$ cat src/rtl/skid_buffer.sv
// Two-entry registered valid/ready stage: main register drives the output,
// skid register absorbs the one extra beat accepted when the consumer stalls.
module skid_buffer #(
  parameter int unsigned WIDTH = 8
) (
  input  logic             clk,
  input  logic             rst,
  input  logic             s_valid,
  output logic             s_ready,
  input  logic [WIDTH-1:0] s_data,
  output logic             m_valid,
  input  logic             m_ready,
  output logic [WIDTH-1:0] m_data,
  output logic [1:0]       occupancy
);

  typedef enum logic [1:0] {
    ST_EMPTY = 2'd0,
    ST_BUSY  = 2'd1,
    ST_FULL  = 2'd2
  } state_e;

  state_e           state_q, state_d;
  logic [WIDTH-1:0] main_q, main_d;
  logic [WIDTH-1:0] skid_q, skid_d;
  logic             s_ready_q, s_ready_d;
  logic             m_valid_q, m_valid_d;
  logic [1:0]       occ_q, occ_d;
  logic             push_c, pop_c;

  assign push_c = s_valid & s_ready_q;
  assign pop_c  = m_valid_q & m_ready;

  // Next-state, storage and registered-flag computation
  always_comb begin
    state_d = state_q;
    main_d  = main_q;
    skid_d  = skid_q;
    unique case (state_q)
      ST_EMPTY: begin
        if (push_c) begin
          main_d  = s_data;
          state_d = ST_BUSY;
        end
      end
      ST_BUSY: begin
        if (push_c && !pop_c) begin
          skid_d  = s_data;
          state_d = ST_FULL;
        end else if (push_c && pop_c) begin
          main_d  = s_data;
        end else if (pop_c) begin
          state_d = ST_EMPTY;
        end
      end
      ST_FULL: begin
        if (pop_c) begin
          main_d  = skid_q;
          state_d = ST_BUSY;
        end
      end
      default: state_d = ST_EMPTY;
    endcase

    // Flags are derived from the next state so they leave the block as flops
    s_ready_d = (state_d != ST_FULL);
    m_valid_d = (state_d != ST_EMPTY);
    unique case (state_d)
      ST_BUSY: occ_d = 2'd1;
      ST_FULL: occ_d = 2'd2;
      default: occ_d = 2'd0;
    endcase
  end

  always_ff @(posedge clk) begin
    if (rst) begin
      state_q   <= ST_EMPTY;
      main_q    <= '0;
      skid_q    <= '0;
      s_ready_q <= 1'b0;
      m_valid_q <= 1'b0;
      occ_q     <= 2'd0;
    end else begin
      state_q   <= state_d;
      main_q    <= main_d;
      skid_q    <= skid_d;
      s_ready_q <= s_ready_d;
      m_valid_q <= m_valid_d;
      occ_q     <= occ_d;
    end
  end

  assign s_ready   = s_ready_q;
  assign m_valid   = m_valid_q;
  assign m_data    = main_q;
  assign occupancy = occ_q;

endmodule
$ cat config.mk
export PLATFORM = sky130hd
export DESIGN_NAME = skid_buffer
export DESIGN_NICKNAME = d
export VERILOG_FILES = /design/src/rtl/skid_buffer.sv
export SDC_FILE = /design/constraint.sdc
export NUM_CORES = 1
export LEC_CHECK = 0
export ABC_CLOCK_PERIOD_IN_PS = 1300
export CORE_ASPECT_RATIO = 2
export CORE_MARGIN = 2
export CORE_UTILIZATION = 25
export CTS_CLUSTER_SIZE = 30
export DETAILED_ROUTE_END_ITERATION = 10
export HOLD_SLACK_MARGIN = 0.06
export SETUP_SLACK_MARGIN = 0.1
export SLEW_MARGIN = 20
export SYNTH_ARGS = -nofsm -noshare
export SYNTH_HDL_FRONTEND = slang
export SYNTH_SLANG_ARGS = --single-unit
$ cat constraint.sdc
create_clock -name clk -period 1.3 [get_ports clk]
set_clock_uncertainty 0.15 [all_clocks]
set_input_delay 0.26 -clock clk [delete_from_list [all_inputs] [get_ports clk]]
set_output_delay 0.26 -clock clk [all_outputs]
set_load 0.01 [all_outputs]
==> flow_summary_export.csv, run 1 <==
group,metric,value,unit
detailed_routing,wl_per_cell,13.0,um
sta,slew_viol_final,0,
die,chipHeight,92.2,um
layout,final_common_cell,"mux2i_1",
pwr,power_density,1120,mW/mm2
clocking,cts_tree,"done",
sta,finalCritPeriodShare,105,%
worst_setup_path,start_kind,"flop",
layout,final_cell_mix,"mux2i_1, buf_4, buf_2",
clocking,cts.sinks,22,
sta,fin_ws,-0.0603,ns
sta,final-setup-viol-count,16,
synth,yosysTopAreaCell,"dfxtp_1",
hold_path,hold_class,"in2reg",
detailed_routing,drt-vias-per-instance,4.62,
sta,fin_tns_setup,-0.535,ns
grt,grt_pass1_vias,833,
synth,synth.avg_cell_area,10.9,um2
grt,grt_pass1_wl,3580,um
outcome,failed_checks,"setup timing",
worst_setup_path,setup.worst_path.end_class,"flop",
sta,fmax,735,MHz
die,ios,24,
die,dieWidth,48.1,um
clocking,h-tree-depth,1,
die,start_util,25.6,%
place,place_ws,-0.452,ns
die,die_area,0.00443,mm2
grt,overflow,0,
layout,drive_above_1_share,53.6,%
grt,grt_max_degree,14,
pwr,leakagePower,0.671,nW
place,placed_area,0.00136,mm2
place,port_buffers,23,
place,dpl.cell_count,170,
worst_setup_path,critical_path_required,1.29,ns
die,core,0.00380,mm2
synth,yosysWarnings,0,
clocking,clk_latency,0.26,ns
clocking,cts-root-buf,"clkbuf_8",
clocking,numCtsBuffers,3,
synth,ys_ff_latch,22,
clocking,cts.path.max_buffers,2,
sta,period_needed,1.36,ns
worst_setup_path,worstSetupPathType,"reg2reg",
sta,slew_headroom,76.5,%
sta,rsz0062_at_grt,"true",
sta,hold_viol,0,
synth,netlist_area,972,um2
sta,tightest_slew,0.352,ns
synth,synthCells,89,
grt,antenna_found_initial,0,
synth,synth_area_leaders,"dfxtp_1, mux2i_1, a211oi_2, nor3_1, nor2_1",
detailed_routing,dr.first_iter.drc_count,4,
synth,synth_top_area_share,45.3,%
grt,track_usage,11.3,%
layout,layoutNonFillerInstCount,176,
place,dpl.hpwl,1720,um
detailed_routing,ant_nets,0,
layout,antenna_cells,0,
outcome,status,"complete, but fails checks",
layout,final_nets,138,
detailed_routing,drc,0,
worst_setup_path,path_max_fanout,8,
run,max-cap-violations,0,
pwr,ir_worst_vdd,0.338,mV
detailed_routing,vias,813,
synth,ys_seq_area_share,45.3,%
die,row_count,32,
detailed_routing,dr.pass1.iters,3,
clocking,clk_pin_slew,0.08,ns
detailed_routing,totalWireLength,2290,um
layout,fin_area,0.00145,mm2
place,gp_congestion,0.741,
synth,syn_nets,101,
worst_setup_path,critPathArrivalTime,1.35,ns
layout,fillers,389,
synth,yosysUniqueCellTypes,21,
layout,syn2layout_area_growth,49.2,%
## layout make-up
class | instances | area [um2] | share of cell area (%)
clock buffers | 4 | 66.3 | 4.57
multi-input cells | 63 | 579 | 39.9
repair buffers | 36 | 275 | 19.0
flip-flops and latches | 22 | 465 | 32.1
well taps | 51 | 63.8 | 4.40
## where the power goes
| group | switching [W] | internal, W | total [W] |
|---|---|---|---|
| combinational | 0.000153 | 0.000160 | 0.000313 |
| sequential | 0.0000313 | 0.000717 | 0.000748 |
| clock | 0.000229 | 0.000334 | 0.000563 |
| total | 0.000413 | 0.00121 | 0.00162 |
## layer usage
layer	routed length, um	vias to the layer above	GRT usage [%]
li1	-	400	-
met1	863	386	12.0
met2	1230	20	18.0
met3	104	7	2.17
met4	92	0	8.56
met5	0	-	0
## through the flow
| stage | power, W | utilization (%) | hold slack, ns |
|---|---|---|---|
| 2_1_floorplan | 0.000922 | - | 0.181 |
| 3_3_place_gp | 0.00107 | 35.7 | 0.327 |
| 3_5_place_dp | 0.00107 | 35.7 | 0.339 |
| 4_1_cts | 0.00163 | 36.7 | 0.264 |
| 5_1_grt | 0.00169 | 38.1 | 0.353 |
| 6_report | 0.00162 | 38.1 | 0.347 |
## repair_timing
item | 4_1_cts | 5_1_grt
resized for setup | 57 | 16
hold buffers | 0 | 0
endpoints found under the hold margin | 0 | 0
buffers inserted | 1 | 1
setup endpoints to repair | 34 | 25
pin swaps | 4 | 12
## registers in the layout (all words and copies together) (netlist names)
signal and cells:
skid_q 8, occupancy 2, m_data 8, state_q 2, m_valid 1, s_ready 1
## path summary, 6_finish.rpt
kind                                 start         end  slack [ns]  cells past startpoint
worst max-delay path            state_q[1]   m_data[4]       -0.06                      4
worst min register to register   skid_q[3]   skid_q[3]        0.36                      2
worst min-delay path               m_ready  state_q[1]        0.35                      2
worst max register to register  state_q[1]   m_data[4]       -0.06                      4
## cells in the mapped netlist
| cell | count |
|---|---|
| nand3b_4 | 1 |
| nor3_1 | 8 |
| dfxtp_1 | 22 |
| clkbuf_1 | 2 |
| a221oi_1 | 2 |
| a211oi_2 | 8 |
| o21bai_1 | 1 |
| nand2b_1 | 1 |
| o22a_2 | 1 |
| o22ai_2 | 1 |
| mux2i_1 | 16 |
| nand2_2 | 1 |
| a21o_1 | 1 |
| nor2_1 | 10 |
| and3b_1 | 1 |
| nand3_2 | 1 |
| buf_6 | 2 |
| o21ai_4 | 1 |
| and3_1 | 1 |
| a21oi_1 | 4 |
| nand2_1 | 4 |
## worst max-delay path: stages, from the launching register on
cell and delay [ns]:
dfxtp_4 0.37, nand3b_4 0.19, o22a_4 0.26, o21ai_4 0.14, a211oi_2 0.12
## cell families (layout without fill, tap and decap cells)
family                 after synthesis  in the layout  synth area share, %
buffers and inverters                4             40                 3.09
and+or+nand+nor                     28             28                 15.4
DFF                                 22             22                 45.3
AOI/OAI and AO/OA                   19             19                 19.7
muxes                               16             16                 16.5
Power figures use the tool's default switching activity.
==> run 2: changes to the inputs <==
--- a/config.mk
+++ b/config.mk
@@ -6,14 +6,13 @@
 export NUM_CORES = 1
 export LEC_CHECK = 0
 export ABC_CLOCK_PERIOD_IN_PS = 1300
-export CORE_ASPECT_RATIO = 2
 export CORE_MARGIN = 2
-export CORE_UTILIZATION = 25
+export CORE_UTILIZATION = 42
 export CTS_CLUSTER_SIZE = 30
 export DETAILED_ROUTE_END_ITERATION = 10
 export HOLD_SLACK_MARGIN = 0.06
+export PLACE_DENSITY = 0.72
 export SETUP_SLACK_MARGIN = 0.1
-export SLEW_MARGIN = 20
 export SYNTH_ARGS = -nofsm -noshare
 export SYNTH_HDL_FRONTEND = slang
 export SYNTH_SLANG_ARGS = --single-unit
==> run 2 against run 1 <==
The run still ends with setup timing left. Setup slack worse by 0.014 ns. Core utilization rose by 29 points. Combinational power rose by 11%. Die area fell by 39%. First-iteration DRC count grew 50%. Sequential power is essentially flat. Register-to-register slack about the same. Sequential cell count unchanged. Hold slack lost 0.048 ns. Cell count shrank 12%.
==> flow_summary_export.csv, run 2 (synthesized netlist as in run 1, its figures left out) <==
group,metric,value,unit
outcome,status,"complete, but fails checks",
outcome,failed_checks,"setup timing",
die,chipHeight,52.1,um
layout,syn2layout_area_growth,52.1,%
clocking,numCtsBuffers,3,
worst_setup_path,critical_path_required,1.34,ns
grt,grt_pass1_wl,3330,um
clocking,clk_latency,0.31,ns
die,die_area,0.00272,mm2
clocking,cts.path.max_buffers,2,
sta,fin_tns_setup,-0.602,ns
die,core,0.00219,mm2
sta,fin_ws,-0.0739,ns
die,row_count,17,
clocking,cts.sinks,22,
die,dieWidth,52.1,um
clocking,h-tree-depth,1,
layout,final_cell_mix,"mux2i_1, buf_4, buf_6",
clocking,cts_tree,"done",
hold_path,hold_class,"in2reg",
worst_setup_path,slowest_stage,"dfxtp_4",
grt,grt_pass1_vias,778,
clocking,clk_pin_slew,0.12,ns
sta,period_needed,1.37,ns
grt,grt_use_met1,20.2,%
sta,rsz0062_at_grt,"true",
detailed_routing,wl_per_cell,13.4,um
place,port_buffers,23,
pwr,power_density,1000,mW/mm2
place,gp_congestion,0.765,
sta,finalCritPeriodShare,106,%
grt,grt_max_degree,13,
sta,slew_viol_final,0,
sta,final-setup-viol-count,16,
detailed_routing,vias,816,
clocking,hold_buffers,0,
layout,antenna_cells,0,
worst_setup_path,slowest_delay,0.38,ns
sta,tightest_slew,0.347,ns
grt,overflow,0,
detailed_routing,drt-vias-per-instance,5.26,
detailed_routing,drc,0,
grt,met2_usage,28.3,%
die,start_util,44.4,%
detailed_routing,totalWireLength,2080,um
layout,final_common_cell,"mux2i_1",
worst_setup_path,path_max_fanout,8,
worst_setup_path,start_kind,"flop",
worst_setup_path,setup.worst_path.end_class,"flop",
place,dpl.hpwl,1430,um
sta,slew_headroom,76.8,%
grt,top_usage_layer,"met2",
detailed_routing,ant_nets,0,
grt,track_usage,16.6,%
clocking,cts-root-buf,"clkbuf_4",
grt,antenna_found_initial,0,
worst_setup_path,critPathArrivalTime,1.42,ns
run,max-cap-violations,0,
layout,drive_above_1_share,55.1,%
sta,hold_viol,0,
sta,timing.hold.ws,0.299,ns
place,place_ws,-0.481,ns
worst_setup_path,worstSetupPathType,"reg2reg",
worst_setup_path,crit_chain,"nand3b_4 > o22a_4 > o21ai_4 > a211oi_2",
detailed_routing,dr.pass1.iters,2,
die,ios,24,
pwr,leakagePower,0.687,nW
grt,use_met3,1.72,%
pwr,ir_worst_vdd,0.633,mV
sta,fmax,728,MHz
layout,final_nets,140,
detailed_routing,dr.first_iter.drc_count,6,
==> run 2: worst max-delay path: cells and delay by family (launching register included) <==
kind             cells  cell delay [ns]
AO/OA/AOI/OAI        3             0.53
flip-flops           1             0.38
AND/OR/NAND/NOR      1             0.21
==> run 2: timing repair <==
action                     CTS  global route
pin swaps                    1            12
resized for setup           60            24
cloned                       0             0
setup buffers                3             3
setup endpoints to repair   33            32
==> run 2: path summary, 6_finish.rpt <==
path                                  from  slack, ns          to  cells past startpoint
worst max-delay path            state_q[1]      -0.07   m_data[2]                      4
worst min-delay path               m_ready       0.30  state_q[1]                      3
worst max register to register  state_q[1]      -0.07   m_data[2]                      4
worst min register to register   skid_q[3]       0.37   skid_q[3]                      2
==> run 2: where the power goes <==
part           internal (W)  total [W]  switching [W]  leakage [nW]
Combinational      0.000193   0.000348       0.000156         0.481
Sequential         0.000717   0.000748      0.0000310         0.185
Clock              0.000171   0.000382       0.000211        0.0210
Total               0.00108    0.00148       0.000398         0.687
==> run 2: routing by layer <==
| metal | share of wire, % | wire length, um | up-vias |
|---|---|---|---|
| li1 | - | - | 403 |
| met1 | 45 | 938 | 393 |
| met2 | 50 | 1040 | 16 |
| met3 | 3.0 | 62 | 4 |
| met4 | 1.8 | 38 | 0 |
| met5 | 0 | 0 | - |
==> run 2: area by class of cell <==
cell class,instances,area (um2)
multi-input combinational,63,586
timing repair buffer,38,357
clock buffer,4,36.3
sequential,22,465
tap,28,35.0
fill,174,712
==> run 2: metrics by stage <==
stage | util, % | power (W) | cells | area (um2)
6_report | 67.5 | 0.00148 | 155 | 1480
5_1_grt | 67.5 | 0.00154 | 155 | 1480
4_1_cts | 62.7 | 0.00144 | 152 | 1370
3_5_place_dp | 60.5 | 0.00107 | 145 | 1330
3_3_place_gp | 60.5 | 0.00107 | 145 | 1330
2_1_floorplan | - | 0.000922 | 89 | 1010
==> run 3: changes to the inputs <==
--- a/config.mk
+++ b/config.mk
@@ -6,12 +6,14 @@
 export NUM_CORES = 1
 export LEC_CHECK = 0
 export ABC_CLOCK_PERIOD_IN_PS = 1300
+export CELL_PAD_IN_SITES_DETAIL_PLACEMENT = 1
+export CELL_PAD_IN_SITES_GLOBAL_PLACEMENT = 1
 export CORE_MARGIN = 2
-export CORE_UTILIZATION = 42
+export CORE_UTILIZATION = 33
 export CTS_CLUSTER_SIZE = 30
 export DETAILED_ROUTE_END_ITERATION = 10
 export HOLD_SLACK_MARGIN = 0.06
-export PLACE_DENSITY = 0.72
+export PLACE_DENSITY_LB_ADDON = 0.1
 export SETUP_SLACK_MARGIN = 0.1
 export SYNTH_ARGS = -nofsm -noshare
 export SYNTH_HDL_FRONTEND = slang
==> run 3 against run 2 <==
The run still ends with setup timing left. Routed wire length rose by 21%. Final area rose by 5.3%. Critical endpoint is now m_data[3]. Setup slack got worse by 0.049 ns. Clock power fell by 12%.
==> flow_summary_export.csv, run 3 (synthesized netlist as in run 1, its figures left out) <==
group,metric,value,unit
sta,hold_viol,0,
die,row_count,19,
place,dpl.hpwl,1750,um
worst_setup_path,crit_family,"compound AO/OA/AOI/OAI gates",
worst_setup_path,critical_path_required,1.34,ns
layout,fin_area,0.00156,mm2
worst_setup_path,path_max_fanout,8,
pwr,pwr-share-clk,22.8,%
die,core,0.00278,mm2
detailed_routing,dr.first_iter.drc_count,8,
clocking,numCtsBuffers,3,
hold_path,hp-start,"m_ready",
worst_setup_path,startpoint,"state_q[1]",
clocking,cts.path.max_buffers,2,
worst_setup_path,slowest_stage,"dfxtp_4",
outcome,status,"complete, but fails checks",
sta,final-setup-viol-count,19,
layout,antenna_cells,0,
clocking,cts_tree,"done",
worst_setup_path,slowest_delay,0.39,ns
place,placed_area,0.00136,mm2
place,port_buffers,23,
detailed_routing,ant_nets,0,
grt,overflow,0,
pwr,power_density,954,mW/mm2
worst_setup_path,crit_chain,"nand3b_4 > o22a_4 > o21ai_4 > a211oi_2",
pwr,leakagePower,0.720,nW
layout,drive_above_1_share,59.7,%
clocking,h-tree-depth,1,
detailed_routing,wl_per_cell,15.2,um
worst_setup_path,r2r_start,"state_q[1]",
grt,grt_max_degree,13,
place,gp_congestion,0.709,
sta,tightest_slew,0.389,ns
pwr,power.internal,0.00106,W
sta,fmax,703,MHz
outcome,failed_checks,"setup timing",
grt,grt_pass1_wl,3840,um
die,dieWidth,58.3,um
layout,syn2layout_area_growth,60.2,%
sta,finalCritPeriodShare,109,%
layout,final_nets,147,
die,start_util,35.0,%
pwr,p_sw,0.000425,W
detailed_routing,vias,849,
die,chipHeight,58.3,um
sta,rsz0062_at_grt,"true",
worst_setup_path,critPathArrivalTime,1.47,ns
pwr,p_seq_share,50.5,%
clocking,hold_buffers,0,
detailed_routing,drt-vias-per-instance,5.15,
grt,antenna_found_initial,0,
grt,grt_pass1_vias,848,
pwr,ir_worst_vdd,0.539,mV
place,dpl.cell_count,153,
worst_setup_path,setup.worst_path.end_class,"flop",
detailed_routing,drc,0,
die,die_area,0.00340,mm2
layout,layoutNonFillerInstCount,165,
detailed_routing,dr.pass1.iters,4,
hold_path,hold_class,"in2reg",
clocking,clk_latency,0.32,ns
sta,slew_headroom,74.0,%
clocking,cts-root-buf,"clkbuf_4",
sta,period_needed,1.42,ns
worst_setup_path,path_buf_inv,0,
run,max-cap-violations,0,
pwr,sw_frac_of_total,28.6,%
layout,final_common_cell,"buf_4",
grt,track_usage,15.1,%
detailed_routing,totalWireLength,2510,um
layout,final_cell_mix,"buf_4, mux2i_1, buf_6",
pwr,power_frac_comb,26.8,%
worst_setup_path,worstSetupPathType,"reg2reg",
worst_setup_path,start_kind,"flop",
clocking,clk_pin_slew,0.13,ns
die,ios,24,
clocking,cts.sinks,22,
sta,slew_viol_final,0,
sta,fin_ws,-0.123,ns
-- run 3: cell count changes in the layout (fill, tap and decap cells not counted), sizes merged --
cell	previous run	this run
buf	27	33
dlymetal6s2s	0	1
-- run 3: worst paths after layout --
kind,to,slack [ns],cells after the start
hold / removal,s_ready,0.20,3
hold reg to reg,skid_q[4],0.37,2
setup / recovery,m_data[3],-0.12,4
setup reg to reg,m_data[3],-0.12,4
-- run 3: area by class of cell --
class / instances / area (um2)
clock buffer: 4 / 26.3
fill: 302 / 1220
multi-input combinational: 63 / 619
sequential: 22 / 463
tap: 31 / 38.8
timing repair buffer: 45 / 410
-- run 3: power groups by stage --
stage          registers (W)  clock network (W)  logic, W
2_1_floorplan       0.000773                  0  0.000149
3_5_place_dp        0.000759                  0  0.000328
5_1_grt             0.000756           0.000382  0.000428
3_3_place_gp        0.000758                  0  0.000320
6_report            0.000750           0.000338  0.000397
4_1_cts             0.000749           0.000348  0.000329
-- run 3: worst min-delay path: stages --
cell,delay [ns]
dlymetal6s2s_1,0.19
nand2_8,0.13
a21oi_1,0.07
-- run 3: routing by layer --
layer  vias up  global-route usage, %  part of all wire [%]  wire length, um
met5         -                      0                     0                0
met1       404                   19.8                    47             1170
met3         5                   2.01                   4.5              112
met2        22                   23.6                    47             1180
li1        418                      -                     -                -
met4         0                   8.97                   2.1               53
-- run 3: repair_timing --
action	4_1_cts	5_1_grt
setup buffers	1	7
pin swaps	0	16
gates resized for setup	59	27
setup endpoints to repair	34	34
-- run 3: stage by stage --
stage                     setup TNS [ns]  power (W)  hold slack, ns  utilization (%)  worst slack (ns)
after floorplan                   -0.250   0.000922           0.181                -           -0.0313
after global placement             -8.77    0.00108           0.327             48.7            -0.432
after detailed placement           -9.35    0.00109           0.343             48.7            -0.473
after CTS                          -1.21    0.00143           0.372             50.0            -0.102
after global routing               -2.60    0.00157           0.194             56.0            -0.173
final                              -1.46    0.00149           0.205             56.0            -0.123
